[config.mk]
export PLATFORM = sky130hd
export DESIGN_NAME = pc_reg
export DESIGN_NICKNAME = d
export VERILOG_FILES = /design/src/rtl/riscv_pkg.sv /design/src/rtl/dff_rstn.sv /design/src/rtl/pc_reg.sv
export SDC_FILE = /design/constraint.sdc
export NUM_CORES = 1
export LEC_CHECK = 0
export BUFFER_PORTS_ARGS = -buffer_cell sky130_fd_sc_hd__buf_4
export CORE_MARGIN = 1
export CORE_UTILIZATION = 41
export DETAILED_ROUTE_END_ITERATION = 7
export GPL_TIMING_DRIVEN = 0
export HOLD_SLACK_MARGIN = 0.08
export MAX_ROUTING_LAYER = met4
export PLACE_DENSITY = 0.81
export SYNTH_ARGS = -nofsm -noshare
export SYNTH_HDL_FRONTEND = slang
export SYNTH_SLANG_ARGS = --single-unit
[constraint.sdc]
create_clock -name clk -period 1.2 [get_ports clk]
set_clock_uncertainty 0.2 [all_clocks]
set_input_delay 0.12 -clock clk [delete_from_list [all_inputs] [get_ports clk]]
set_output_delay 0.12 -clock clk [all_outputs]
set_load 0.02 [all_outputs]
[src/rtl/riscv_pkg.sv]
// Shared constants for the single-cycle RV32 core.
//
// Contents:
//   XLEN              - address/data width in bits
//   RESET_VECTOR      - default value loaded into the program counter on reset
//   INSTR_ALIGN_BITS  - number of low PC bits that must be zero for an
//                       aligned 32-bit instruction fetch
package riscv_pkg;

    localparam int XLEN = 32;

    localparam logic [XLEN-1:0] RESET_VECTOR = 32'h0000_0000;

    localparam int INSTR_ALIGN_BITS = 2;

endpackage

[src/rtl/dff_rstn.sv]
// Generic W-bit register with a synchronous, active-low reset.
//
// Parameters:
//   W     - register width
//   INIT  - value loaded when reset is sampled low
// Ports:
//   clk   in   1   clock, rising-edge triggered
//   rst   in   1   synchronous reset, active-low (0 = reset)
//   d     in   W   data loaded on every non-reset rising edge
//   q     out  W   registered value
module dff_rstn #(
    parameter int             W    = 1,
    parameter logic [W-1:0]   INIT = '0
) (
    input  logic          clk,
    input  logic          rst,
    input  logic [W-1:0]  d,
    output logic [W-1:0]  q
);

    // Reset is only looked at on the clock edge; there is no enable.
    always_ff @(posedge clk) begin
        if (!rst) begin
            q <= INIT;
        end else begin
            q <= d;
        end
    end

endmodule

[src/rtl/pc_reg.sv]
// Program-counter register of the single-cycle RV32 core.
// Holds the fetch address and loads the next-PC value on every rising edge.
//
// Parameters:
//   XLEN          - address width in bits
//   RESET_VECTOR  - value loaded into PC on reset
// Ports:
//   clk          in   1     system clock
//   rst          in   1     synchronous reset, active-low (0 = reset)
//   NPC          in   XLEN  next program counter from the next-PC mux
//   PC           out  XLEN  current program counter (registered)
//   pc_misalign  out  1     only with PC_ALIGN_EN: NPC loaded on the last
//                           edge had non-zero low bits
//
// Build option:
//   PC_ALIGN_EN - when defined, the low INSTR_ALIGN_BITS of NPC are forced
//                 to zero on load and pc_misalign reports whether they were
//                 set. When undefined, NPC is loaded verbatim and the
//                 pc_misalign port does not exist.
module pc_reg
    import riscv_pkg::*;
#(
    parameter int              XLEN         = riscv_pkg::XLEN,
    parameter logic [XLEN-1:0] RESET_VECTOR = riscv_pkg::RESET_VECTOR
) (
    input  logic             clk,
    input  logic             rst,
    input  logic [XLEN-1:0]  NPC,
    output logic [XLEN-1:0]  PC
`ifdef PC_ALIGN_EN
    ,
    output logic             pc_misalign
`endif
);

    logic [XLEN-1:0] load_value;

`ifdef PC_ALIGN_EN
    logic misalign_next;

    // The flag is recomputed every cycle from the incoming NPC, so it is
    // never sticky: a following aligned load clears it.
    assign load_value    = {NPC[XLEN-1:INSTR_ALIGN_BITS], {INSTR_ALIGN_BITS{1'b0}}};
    assign misalign_next = |NPC[INSTR_ALIGN_BITS-1:0];

    dff_rstn #(
        .W    (1),
        .INIT (1'b0)
    ) u_misalign (
        .clk (clk),
        .rst (rst),
        .d   (misalign_next),
        .q   (pc_misalign)
    );
`else
    assign load_value = NPC;
`endif

    dff_rstn #(
        .W    (XLEN),
        .INIT (RESET_VECTOR)
    ) u_pc (
        .clk (clk),
        .rst (rst),
        .d   (load_value),
        .q   (PC)
    );

endmodule

## Yosys cells after proc, flatten, opt, wreduce, memory -nomap -nowiden

Cells that the tools add are included.

| storage, ports and cells | value |
|---|---|
| bits in registers | 32 |
| bits of input ports | 34 |
| output and inout bits | 32 |
| logic and storage cells | 1 |

## Depth between registers and ports, before layout

| depth | value |
|---|---|
| depth in word-level cells | 0 |
| depth in mapped cells | 2 |
| gate-level depth less buffers | 1 |

## Worst setup path before layout

No wires, ideal clock.

| path | value |
|---|---|
| kind | input -> register |
| start | input rst |
| end | register u_pc.q[0] |
| library setup time | 0.116 ns |
| arrival | 0.399 ns |
| required time | 0.884 ns |
| slack | 0.485 ns |
| stages on the path | 2 |
| buffers on the path | 1 |
| cells stage by stage | clkbuf_2 > and2_2 |

RTL lines:

| item | line | RTL |
|---|---|---|
| start, declared | pc_reg.sv:27 | `input logic rst,` |
| end signal, assigned | dff_rstn.sv:24 | `q <= INIT;` |
| end signal, assigned | dff_rstn.sv:26 | `q <= d;` |
| end, declared | dff_rstn.sv:18 | `output logic [W-1:0] q` |

No word-level cell between the ends.

## Worst setup path in the final report

| path | value |
|---|---|
| start | input rst |
| end | register u_pc.q[13] |

No word-level cell between the ends.

==> run metrics <==
Vias/cell 4.25; multi-input logic area 240 sq um; global-route wire length before repair 5.03 mm; postcts setup bufs 0; ys flop type dfxtp_1; CTS Buf Count 5; Leak Pwr 0.880 nW; Final setup viols 0; drt pass-1 iters 4; Max VDD drop 1.30 mV; H-Tree Level Count 2; RSZ-0062 raised after global routing false; Placer Congestion 0.681; max_cap viols 0; layout cells sized above 1 0.618; endpoint class of the critical path flop; Worst setup startpoint rst; total power 2.18 mW; antenna diode count 0; Post-DP Area 1420 sq um; critical path arrival 1.19 ns; Synth top area share 0.715; CTS tree yes; vias in the first global route 997; Die H 48.7 um; CP required 1.22 ns; pin count of the biggest net entering global routing 11; Reg area 642 sq um; status finished clean; Nets 206; die area 2380 sq um; Final WS setup 0.0306 ns; CP Class in -> reg; # IOs 66; Hold Crit Class in -> reg; post-synth top area cell dfxtp_1; I/O Buffers 65; Critical Path Max Stage Delay 0.54 ns; GRT overflow 0; crit start category primary input; initial antenna violation count 0; Die W 48.7 um; post-layout minimum cycle time 1.17 ns; DR WL/cell 15.4 um; Worst-Margin Slew 0.154 ns; Post-synth ARST share 0; power per cell area 1200 nW/um^2; Placeable Area 2000 sq um; Place WS 0.289 ns; Worst Path Buf+Inv 3; post-route cell area 1810 sq um; Row Count 16; post-DP HPWL 1.29 mm; CP Capture Point u_pc.q[13]; Reg with most FFs u_pc.q; crit-path cells dlygate4sd3_1 -> buf_4 -> buf_2 -> and2_2; f_max 855 MHz; largest cells by area after synthesis dfxtp_1 72%, and2_2 27%, clkbuf_2 1.7%; critical path's slowest cell dlygate4sd3_1; Vias 849; synthesized cell area 896 sq um; Mapped Cells 67; TNS Setup 0 ns; final period utilization 0.975; Yosys warnings 0; sequential cell area fraction in the yosys report 0.715; CTS Buffer Depth 2; fillers 90; EDFF count, synth 0; synthesized flop and latch total 32; clock slew at reported path FFs 0.10 ns; ANT nets after route 0; CTS root buf clkbuf_4; Slew Viols, Final 0; initial core utilization 0.447; Layout area overhead 102%; Critical Path Stages 4; 1st-iter DRT viols 8; Slew HR 0.897; Cell variety after synth 3; Crit Path Max Fanout 10; syn avg cell area 13.4 sq um; biggest regs u_pc.q (32); clock sink count 32; most instantiated cells after synthesis 32 x and2_2, 32 x dfxtp_1, 3 x clkbuf_2; drt drc 0; DRT Wirelength 3.08 mm; Crit path max-delay family buffers and inverters; Final Hold Viols 0; Net Count, Synth 101; number of flip-flops in the largest register 32; Tot GR Track Use 0.316
## worst min-delay path by stage
stage,from,to,slack [ns],cells after the start
2_1_floorplan,NPC[28],u_pc.q[28],0.06,1
3_3_place_gp,NPC[28],u_pc.q[28],0.14,2
3_5_place_dp,NPC[28],u_pc.q[28],0.14,2
4_1_cts,NPC[6],u_pc.q[6],0.35,3
5_1_grt,NPC[27],u_pc.q[27],0.35,3
6_report,NPC[27],u_pc.q[27],0.36,3
## logic make-up (layout without fill, tap and decap cells)
logic type | after synthesis | after routing | share of synthesized area
AND/OR/NAND/NOR | 32 | 32 | 0.268
buffers and inverters | 3 | 109 | 0.0168
flip-flops | 32 | 32 | 0.715
## routing by layer
metal	vias to the layer above	wire length, um	global-route usage	share of wire
li1	410	-	-	-
met1	382	1150	0.291	0.37
met2	47	1630	0.563	0.53
met3	10	163	0.0818	0.053
met4	0	135	0.221	0.044
met5	-	0	-	0
## cell type report
class | count | area share
Timing Repair Buffer | 98 | 0.453
Sequential cell | 32 | 0.355
Multi-Input combinational cell | 32 | 0.133
Clock buffer | 8 | 0.0325
Tap cell | 27 | 0.0187
Buffer | 3 | 0.00830
## report_power, final
group | internal, mW | total, mW | leakage, nW | switching, mW
logic | 0.246 | 0.409 | 0.581 | 0.163
registers | 1.12 | 1.14 | 0.267 | 0.0194
clock network | 0.289 | 0.628 | 0.0326 | 0.339
## what timing repair did
action | in CTS | in global routing
resized for setup | 0 | 2
endpoints found under the hold margin | 32 | 0
endpoints found under the setup margin | 0 | 2
hold buffers | 33 | 0
## cell usage in the layout, fill, tap and decap left out
cell type	count
dfxtp_2	1
and2_2	32
dfxtp_1	31
clkbuf_8	1
clkbuf_4	5
clkbuf_1	2
buf_2	1
clkbuf_2	2
buf_4	65
dlygate4sd3_1	33
## through the flow
step / std cells / util / hold WS, ns
after global routing: 200 / 0.903 / 0.351
after floorplan: 67 / - / 0.0562
after detailed placement: 159 / 0.708 / 0.141
final: 200 / 0.903 / 0.360
after global placement: 159 / 0.708 / 0.137
after CTS: 200 / 0.903 / 0.354
(Power assumes the default switching activity.)
